===== config.mk =====
export PLATFORM = sky130hd
export DESIGN_NAME = alu_op_sequencer
export DESIGN_NICKNAME = d
export VERILOG_FILES = /design/src/rtl/alu_op_sequencer_pkg.sv /design/src/rtl/rr_arbiter2.sv /design/src/rtl/alu_op_sequencer.sv
export SDC_FILE = /design/constraint.sdc
export NUM_CORES = 1
export LEC_CHECK = 0
export CAP_MARGIN = 30
export CORE_MARGIN = 2
export CORE_UTILIZATION = 39
export CTS_BUF_LIST = sky130_fd_sc_hd__clkbuf_2 sky130_fd_sc_hd__clkbuf_4 sky130_fd_sc_hd__clkbuf_8
export CTS_CLUSTER_DIAMETER = 80
export DETAILED_ROUTE_END_ITERATION = 10
export PLACE_DENSITY = 0.81
export SYNTH_ARGS = -nofsm -noshare
export SYNTH_HDL_FRONTEND = slang
export SYNTH_SLANG_ARGS = --single-unit
export TNS_END_PERCENT = 1

===== constraint.sdc =====
create_clock -name Clk -period 1.8 [get_ports Clk]
set_input_delay 0.18 -clock Clk [delete_from_list [all_inputs] [get_ports Clk]]
set_output_delay 0.18 -clock Clk [all_outputs]
set_load 0.1 [all_outputs]

===== src/rtl/alu_op_sequencer_pkg.sv =====
// Shared definitions for the ALU operation sequencer: opcodes, FSM encoding
// and the default multiply timeout.
package alu_op_sequencer_pkg;

  localparam logic [1:0] ALU_ADD = 2'b00;
  localparam logic [1:0] ALU_SUB = 2'b01;
  localparam logic [1:0] ALU_MUL = 2'b10;
  localparam logic [1:0] ALU_AND = 2'b11;

  localparam int unsigned MUL_TIMEOUT_DEFAULT = 64;

  typedef enum logic [2:0] {
    StIdle,
    StExec,
    StStartMul,
    StWaitMul,
    StResp
  } seq_state_e;

  function automatic logic op_is_mul(logic [1:0] op);
    return op == ALU_MUL;
  endfunction

endpackage


===== src/rtl/rr_arbiter2.sv =====
// Two-way round-robin arbiter with a one-bit last-served pointer.
module rr_arbiter2 (
  input  logic       req0_i,
  input  logic       req1_i,
  input  logic       last_i,
  input  logic       en_i,
  output logic [1:0] grant_o
);

  // Requester 0 wins unless requester 1 is also asking and 0 was served last.
  always_comb begin
    grant_o = 2'b00;
    if (en_i) begin
      if (req0_i && (!req1_i || last_i)) begin
        grant_o = 2'b01;
      end else if (req1_i) begin
        grant_o = 2'b10;
      end
    end
  end

endmodule


===== src/rtl/alu_op_sequencer.sv =====
// Sequencer/arbiter in front of the 4-bit ALU. Accepts one operation at a
// time from two requesters, drives the ALU, and returns the result with a
// one-cycle valid strobe to the winner.
// Optional feature: define ALU_SEQ_TIMEOUT_EN to bound the multiply wait by
// MUL_TIMEOUT cycles and report Res_err on expiry.
module alu_op_sequencer
  import alu_op_sequencer_pkg::*;
#(
  parameter int unsigned MUL_TIMEOUT = MUL_TIMEOUT_DEFAULT
) (
  input  logic       Clk,
  input  logic       Rst,
  input  logic       Req0,
  input  logic       Req1,
  input  logic [1:0] Op0,
  input  logic [1:0] Op1,
  input  logic [3:0] A0,
  input  logic [3:0] B0,
  input  logic [3:0] A1,
  input  logic [3:0] B1,
  output logic       Ack0,
  output logic       Ack1,
  output logic [7:0] Res,
  output logic       Res_cout,
  output logic       Res_err,
  output logic       Res_valid0,
  output logic       Res_valid1,
  output logic       Busy,
  output logic [3:0] Alu_A,
  output logic [3:0] Alu_B,
  output logic [1:0] Alu_Select,
  output logic       Alu_Init,
  input  logic       Alu_Done,
  input  logic [7:0] Alu_Result,
  input  logic       Alu_Cout
);

  seq_state_e state_q, state_d;

  logic [1:0] op_q;
  logic [3:0] a_q, b_q;
  logic       id_q;
  logic       last_q;
  logic [7:0] res_q;
  logic       res_cout_q;

  logic       arb_en;
  logic [1:0] grant;
  logic       accept;
  logic [1:0] sel_op;
  logic [3:0] sel_a, sel_b;
  logic       tmo_hit;

  // Never grant while reset is asserted so Ack stays low during reset.
  assign arb_en = (state_q == StIdle) && !Rst;
  assign accept = |grant;
  assign sel_op = grant[1] ? Op1 : Op0;
  assign sel_a  = grant[1] ? A1  : A0;
  assign sel_b  = grant[1] ? B1  : B0;

  rr_arbiter2 u_arb (
    .req0_i  (Req0),
    .req1_i  (Req1),
    .last_i  (last_q),
    .en_i    (arb_en),
    .grant_o (grant)
  );

`ifdef ALU_SEQ_TIMEOUT_EN
  localparam int unsigned CntW = $clog2(MUL_TIMEOUT + 1);

  logic [CntW-1:0] tmo_q;
  logic            res_err_q;

  assign tmo_hit = (tmo_q == CntW'(MUL_TIMEOUT - 1));

  // Multiply wait counter: counts WAIT_MUL cycles, cleared everywhere else.
  always_ff @(posedge Clk) begin
    if (Rst) begin
      tmo_q <= '0;
    end else if (state_q == StWaitMul) begin
      tmo_q <= tmo_q + CntW'(1);
    end else begin
      tmo_q <= '0;
    end
  end

  // Error flag is refreshed on every completion and held between strobes.
  always_ff @(posedge Clk) begin
    if (Rst) begin
      res_err_q <= 1'b0;
    end else if (state_q == StExec || (state_q == StWaitMul && Alu_Done)) begin
      res_err_q <= 1'b0;
    end else if (state_q == StWaitMul && tmo_hit) begin
      res_err_q <= 1'b1;
    end
  end

  assign Res_err = res_err_q;
`else
  logic unused_cfg;

  assign tmo_hit    = 1'b0;
  assign Res_err    = 1'b0;
  assign unused_cfg = ^MUL_TIMEOUT;
`endif

  // State register.
  always_ff @(posedge Clk) begin
    if (Rst) begin
      state_q <= StIdle;
    end else begin
      state_q <= state_d;
    end
  end

  // Next-state logic.
  always_comb begin
    state_d = state_q;
    unique case (state_q)
      StIdle: begin
        if (accept) begin
          state_d = op_is_mul(sel_op) ? StStartMul : StExec;
        end
      end
      StExec:     state_d = StResp;
      StStartMul: state_d = StWaitMul;
      StWaitMul: begin
        if (Alu_Done || tmo_hit) begin
          state_d = StResp;
        end
      end
      StResp:     state_d = StIdle;
      default:    state_d = StIdle;
    endcase
  end

  // Operand latches, result capture and last-served pointer.
  always_ff @(posedge Clk) begin
    if (Rst) begin
      op_q       <= ALU_ADD;
      a_q        <= 4'h0;
      b_q        <= 4'h0;
      id_q       <= 1'b0;
      last_q     <= 1'b1;  // makes requester 0 the first winner on a tie
      res_q      <= 8'h00;
      res_cout_q <= 1'b0;
    end else begin
      if (accept) begin
        op_q <= sel_op;
        a_q  <= sel_a;
        b_q  <= sel_b;
        id_q <= grant[1];
      end
      if (state_q == StExec) begin
        // Narrow ops only produce a nibble; AND has no carry.
        res_q      <= {4'h0, Alu_Result[3:0]};
        res_cout_q <= (op_q != ALU_AND) && Alu_Cout;
      end else if (state_q == StWaitMul && Alu_Done) begin
        res_q      <= Alu_Result;
        res_cout_q <= 1'b0;
      end else if (state_q == StWaitMul && tmo_hit) begin
        res_q      <= 8'h00;
        res_cout_q <= 1'b0;
      end
      if (state_q == StResp) begin
        last_q <= id_q;
      end
    end
  end

  // Outputs decoded from the current state and the grant.
  always_comb begin
    Ack0       = grant[0];
    Ack1       = grant[1];
    Busy       = (state_q != StIdle);
    Alu_Init   = (state_q != StStartMul);
    Res_valid0 = (state_q == StResp) && !id_q;
    Res_valid1 = (state_q == StResp) && id_q;
    Alu_A      = a_q;
    Alu_B      = b_q;
    Alu_Select = op_q;
    Res        = res_q;
    Res_cout   = res_cout_q;
  end

endmodule


==> metrics.md <==
| Metric | Value |
|---|---|
| First-pass GRT wire length | `approximately 4500 um` |
| Max_cap viols | `0` |
| Crit-path leading delay family | `simple AND/OR/NAND/NOR gates` |
| Register bit total from synthesis | `24` |
| Count of yosys warnings during synthesis | `0` |
| Count of buffers from port buffering | `58` |
| Cell types with the largest area share after synthesis | `dfxtp_1, mux2i_1, a211oi_1, nor2_1, nand2_1` |
| Violation count after the first detailed-routing iteration | `33` |
| Final worst-path setup slack | `a little under 0.08 ns` |
| Placed cell area | `between 1500 and 2000 um^2` |
| Number of placement rows | `19` |
| Post-synth EDFFs | `0` |
| Adder and majority cell fraction of the synthesized area | `0%` |
| Clock power share | `a little under a fifth` |
| Clock transition at the registers of the reported paths | `about 0.14 ns` |
| Final number of setup-violating endpoints | `0` |
| Fraction of synthesized cell area in xor and xnor cells | `0%` |
| Slew Viols, Final | `0` |
| Synthesized-area fraction occupied by ao, oa, aoi and oai cells | `between 10% and 20%` |
| Endpoint class of the critical path | `primary output` |
| Share of synthesized area occupied by flip-flops and latches | `about 44%` |
| Flop pwr share | `a little under a third` |
| Gate Count Post-Synth | `between 100 and 150` |
| Number of endpoints with negative hold slack in the final report | `0` |
| N_diodes | `0` |
| RSZ-0062 raised after global routing | `false` |
| Synth Net Count | `between 150 and 200` |
| Critical path buffer and inverter count | `3` |
| Required time of the critical path | `approximately 1.6 ns` |
| Power share of the combinational group | `roughly half` |
| # H-tree levels | `1` |
| Initial antenna violation count | `0` |
| Minimum clock period | `~1.7 ns` |
| Share of layout cells above drive strength 1 | `approximately 27%` |
| Final Total Pwr | `between 0.002 and 0.0025 W` |
| Final instance area | `roughly 1800 um^2` |
| Post-synthesis cell type with the largest combined area | `dfxtp_1` |
| Clock net sink count | `24` |
| Maximum VDD drop | `roughly 0.90 mV` |
| Residual overflow from global routing | `0` |
| Highest attainable clock frequency | `581 MHz` |
| Total power divided by cell area | `about 1200 nW/um^2` |
| Net switching power | `0.000943 W` |
| Combinational family with the most area after synthesis | `simple AND/OR/NAND/NOR gates` |
| TritonCTS clock tree | `done` |
| Worst-case setup slack after placement | `approximately 0.079 ns` |
| Path type of the worst min-delay path | `input pin to flip-flop` |
| Num ports | `60` |
| Post-detailed-route count of antenna-violating nets | `0` |
| Wire per inst | `13.3 um` |
| Critical path peak fanout | `6` |
| Leak Pwr | `~0.8 nW` |
| Overall routing resource usage | `approximately 18%` |
| Final Cycle Share | `95.7%` |
| Last weighted congestion value of the routability-driven placer | `between 0.7 and 0.8` |
| Most Frequent Cell on Critical Path | `buf_12` |
| Initial cell density of the core | `approximately 40%` |
| Sw Share | `about 45%` |
| Maximum cell stage delay along the critical path | `0.40 ns` |
| Post-CTS Hold Buffers | `0` |
| Pin count of the biggest net entering global routing | `24` |
| Worst Clk Skew | `around 0.011 ns` |
| Final net count | `218` |
| Final-layout setup total negative slack | `0 ns` |
| Routed vias | `approximately 1100` |
| Most numerous cell types in the synthesized netlist | `dfxtp_1, nor2_1, mux2i_1, nand2_1, a211oi_1` |
| Die Y-Extent | `roughly 57 um` |
| Power Internal | `between 0.001 and 0.0015 W` |
| Total Routed Length | `around 2800 um` |
| Final core utilization | `about 68%` |
| Chain of cells forming the critical path | `nor4_4 > nand3_2 > buf_12 > inv_2 > buf_12` |
| Number of global-route vias before repair | `between 1000 and 1500` |
| CP max stage cell | `dfxtp_4` |
| Number of distinct library cells after synthesis | `31` |
| Share of the synthesized area in the top cell type | `44.5%` |
| Simple logic cell fraction of the synthesized area | `22.6%` |
| Number of buffers created by CTS | `3` |
| Die ar. | `~3200 um^2` |
| Final HPWL from detailed placement | `roughly 2100 um` |
| Main flop type after synthesis | `dfxtp_1` |
| Post-synthesis instance area | `between 1000 and 1500 um^2` |
| Synthesis-to-finish area growth | `68.4%` |
| Crit start category | `flip-flop` |
| Synth async-reset ratio | `0%` |
| Horizontal extent of the die | `around 57 um` |
| Count of fill cells added during filler insertion | `about 220` |
| Average cell area after synthesis | `about 9.2 um^2` |
| Vias per Instance | `just over 5` |
| DRC | `0` |
| Type of the worst setup path | `flip-flop to primary output` |
| Run status | `finished clean` |
| Data arrival time of the critical path | `about 1.5 ns` |
| Max Root-Sink Buffers | `2` |
| Area of the placeable core | `about 2700 um^2` |
| Post-synthesis mux area share | `about a tenth` |
| Most frequent cell after synthesis | `dfxtp_1` |
| Later-pin clock latency in the skew report | `0.33 ns` |
| First-pass DRT Iterations | `4` |
| CTS root buffer | `clkbuf_4` |
[per-stage QoR]
step	hold WS [ns]	std cells
finish	0.418	214
global route	0.426	214
CTS	0.421	207
detailed placement	0.449	202
global placement	0.445	202
floorplan	0.274	118
[path summary, 6_finish.rpt]
kind / start / to / slack, ns / cells after the start
worst max-delay path: state_q[2] / Ack1 / 0.08 / 5
worst min-delay path: Alu_Result[0] / Res[0] / 0.42 / 3
worst max register to register: state_q[2] / Alu_B[3] / 0.11 / 7
worst min register to register: Res_cout / Res_cout / 0.46 / 2
[area by class of cell]
class	instances	area, um^2	share of cell area [%]
sequential	24	489	26.9
clock inverter	1	30.0	1.65
timing repair buffer	69	688	37.9
inverter	2	7.51	0.413
tap	31	38.8	2.13
clock buffer	3	22.5	1.24
multi-input combinational	84	542	29.8
[worst min-delay path: stages]
cell and delay, ns:
clkdlybuf4s50_1 0.40, nand3_1 0.07, a21oi_1 0.05
[placed cells by master, fill, tap and decap left out, types with 3 or more instances in the layout]
cell | synthesis | final
nand2b_1 | 3 | 3
a22oi_1 | 4 | 4
buf_4 | 1 | 29
nor2_1 | 18 | 17
nand2_1 | 11 | 11
dfxtp_1 | 24 | 21
mux2i_1 | 11 | 11
and3_1 | 3 | 3
nand3_1 | 4 | 4
clkdlybuf4s50_1 | 0 | 33
clkbuf_4 | 0 | 3
a211oi_1 | 10 | 10
a21oi_1 | 5 | 5
buf_12 | 0 | 7
[routing by layer]
metal	wire, um	track usage [%]
met2	1440	31.2
met4	28	6.12
met5	0	0
met3	247	5.07
met1	1130	19.9
[power by group through the flow]
stage / Combinational (W) / Sequential (W) / Clock, W
floorplan: 0.000385 / 0.00101 / 0
global placement: 0.000993 / 0.000669 / 0
detailed placement: 0.00101 / 0.000669 / 0
CTS: 0.00102 / 0.000657 / 0.000403
global route: 0.00109 / 0.000665 / 0.000421
finish: 0.00105 / 0.000655 / 0.000398
[flip-flops by register name, indices dropped and copies added, names as in the netlist]
name / count
Alu_B: 4
Alu_Select: 2
Res: 8
Alu_A: 4
state_q: 3
id_q: 1
last_q: 1
Res_cout: 1
[cells by family after synthesis]
kind of cell | after synthesis
AOI/OAI and AO/OA | 25
buffers and inverters | 10
DFF | 24
muxes | 11
other | 1
and+or+nand+nor | 47
[timing repair]
item,4_1_cts,5_1_grt
cloned,0,0
buffers inserted,1,7
setup endpoints to repair,1,1
pin swaps,2,2
resized for setup,6,3
Note: power is estimated with default switching activity, not from simulation.
==> variant (same flow settings) <==
Build with the macro `ALU_SEQ_TIMEOUT_EN` defined.
--- a/src/rtl/alu_op_sequencer.sv
+++ b/src/rtl/alu_op_sequencer.sv
@@ -4,4 +4,6 @@
 // Optional feature: define ALU_SEQ_TIMEOUT_EN to bound the multiply wait by
 // MUL_TIMEOUT cycles and report Res_err on expiry.
+`define ALU_SEQ_TIMEOUT_EN
+
 module alu_op_sequencer
   import alu_op_sequencer_pkg::*;
Check against the original RTL: no difference found for any inputs over 10 cycles, from zero or initial values and one cycle with Rst high; that may be too few to reach the edited logic, so the function may still have changed.
==> variant against the unedited design <==
- total power up 14%
- wire length increased by 32%
- clock skew is 0.0077 ns lower
- design area up 26%
- sequential share of layout area up 1.2 points
- synthesized area increased by 41%
- sequential cell count up 8
- setup slack worse by 0.020 ns
- largest cell class is now multi-input combinational cells
==> variant: results (changes against the unedited design) <==
Cells and area
  – Register Area: 642 sq um (was 489 sq um)
  – Final nets: 271 (was 218)
  – Fillers: 333 (was 219)
  – Share of cells above drive strength 1: 29.1% (was 27.3%)
  – Max reg flops: 8 (unchanged)

Synthesis
  – Post-synthesis mux area share: 0.658% (was 10.2%)
  – Synth cell count leaders: 32 x dfxtp_1, 25 x nand2_1, 19 x nor2_1, 13 x a21oi_1, 10 x o21ai_0 (was 24 x dfxtp_1, 18 x nor2_1, 11 x mux2i_1, 11 x nand2_1, 10 x a211oi_1)
  – Complex-gate fraction of the synthesized area: 24.3% (was 16.8%)
  – Syn_nets: 205 (was 152)
  – Syn avg cell area: 8.94 sq um (was 9.15 sq um)
  – Synth top area cells: dfxtp_1 42%, a211oi_2 7.4%, nand2_1 6.2% (was dfxtp_1 44%, mux2i_1 10%, a211oi_1 7.0%)
  – Adder-Cell Fraction of Synth Area: 0.823% (was 0%)
  – Xor and xnor area share after synthesis: 2.30% (was 0%)
  – Synth cell types: 37 (was 31)
  – Sequential share of the synthesized area: 42.1% (was 44.5%)

Clock tree
  – Clock tree root buffer cell: clkbuf_8 (was clkbuf_4)
  – Clock latency on the worst-skew pair: 0.28 ns (was 0.33 ns)
  – Resize count post-CTS: 1 (was 6)
  – Setup bufs post-CTS: 0 (was 1)
  – Total CTS buffers: 5 (was 3)
  – H-tree levels: 2 (was 1)
  – Worst-path clk slew: 0.06 ns (was 0.14 ns)

Drt
  – Via/cell ratio: 5.04 (was 5.18)
  – WL final: 3760 um (was 2840 um)
  – WL/cell: 13.2 um (was 13.3 um)
  – 1st-iter DRT viols: 43 (was 33)

Global route
  – Total track usage: 19.1% (was 17.6%)
  – Largest net degree at the start of global routing: 20 (was 24)
  – Vias in the first global route: 1373 (was 1034)
  – Global-route wire length before repair: 6330 um (was 4480 um)

Power and ir drop
  – Max VDD drop: 0.000477 V (was 0.000905 V)
  – LEAKAGE: 0.921 nW (was 0.801 nW)

Placed design
  – Post-detail-place hpwl: 2780 um (was 2070 um)
  – PortBufs: 59 (was 58)
  – Post-Place Setup Slack: 0.0796 ns (was 0.0789 ns)
  – DP Area: 2160 sq um (was 1680 sq um)
  – Placed Cells: 276 (was 202)
  – Gpl congestion: 0.726 (was 0.733)

Setup path
  – CP arrival: 1.56 ns (was 1.54 ns)
  – Crit path largest cell delay: 0.47 ns (was 0.40 ns)
  – Critical path fanouts, max: 11 (was 6)
  – Critical path's slowest cell: clkdlybuf4s50_1 (was dfxtp_4)
  – Largest delay contributor family on the critical path: buffers and inverters (was simple AND/OR/NAND/NOR gates)

Timing
  – Final setup skew: 0.00297 ns (was 0.0106 ns)

Status
  – Status: complete, no violations (unchanged)
## variant: cell count changes after synthesis, moves of 9 or more
cell	unedited run	this run
a21oi_2	0	9
mux2i_1	11	1
a211oi_1	10	1
o21ai_0	1	10
nand2_1	11	25
## variant: layer usage
metal  wire (um)  share of wire (%)  GRT usage, %  vias up
met1        1630                 43          23.4      663
met5           0                  0             0        -
li1            -                  -             -      722
met4          97                2.6          9.69        0
met2        1870                 50          31.1       41
met3         169                4.5          4.26       10
## variant: where the power goes
part           total [mW]  internal, mW  switching (mW)
combinational       0.908         0.285           0.623
clock               0.683         0.425           0.258
sequential          0.810         0.764          0.0462
total                2.40          1.47           0.927
## variant: path summary, 6_finish.rpt
path / start / depth (start not counted) / slack, ns / endpoint
worst max-delay path: Rst / 5 / 0.06 / Ack1
worst min-delay path: Alu_Result[0] / 3 / 0.45 / Res[0]$_SDFFE_PP0P_
worst max register to register: tmo_q[0]$_SDFF_PP0_ / 5 / 0.21 / state_q[0]$_SDFFE_PP0P_
worst min register to register: tmo_q[6]$_SDFF_PP0_ / 2 / 0.46 / tmo_q[6]$_SDFF_PP0_
## variant: tightest hold or removal path, stage by stage
cell             delay [ns]
clkdlybuf4s50_1        0.40
nand2_1                0.06
a21oi_1                0.05
## variant: layout make-up
cell class	instances	share of cell area, %
clock buffers	6	3.34
clock inverters	2	1.53
inverters	4	1.20
multi-input cells	126	34.4
flip-flops and latches	32	28.1
well taps	48	2.63
repair buffers	67	28.9
## variant: cell families (layout without fill, tap and decap cells)
family / after synthesis / after routing
XOR/XNOR: 4 / 4
flip-flops: 32 / 32
AO/OA/AOI/OAI: 49 / 49
AND/OR/NAND/NOR: 71 / 71
adder cells (fa/ha/maj): 1 / 1
multiplexers: 1 / 1
buffers and inverters: 12 / 79
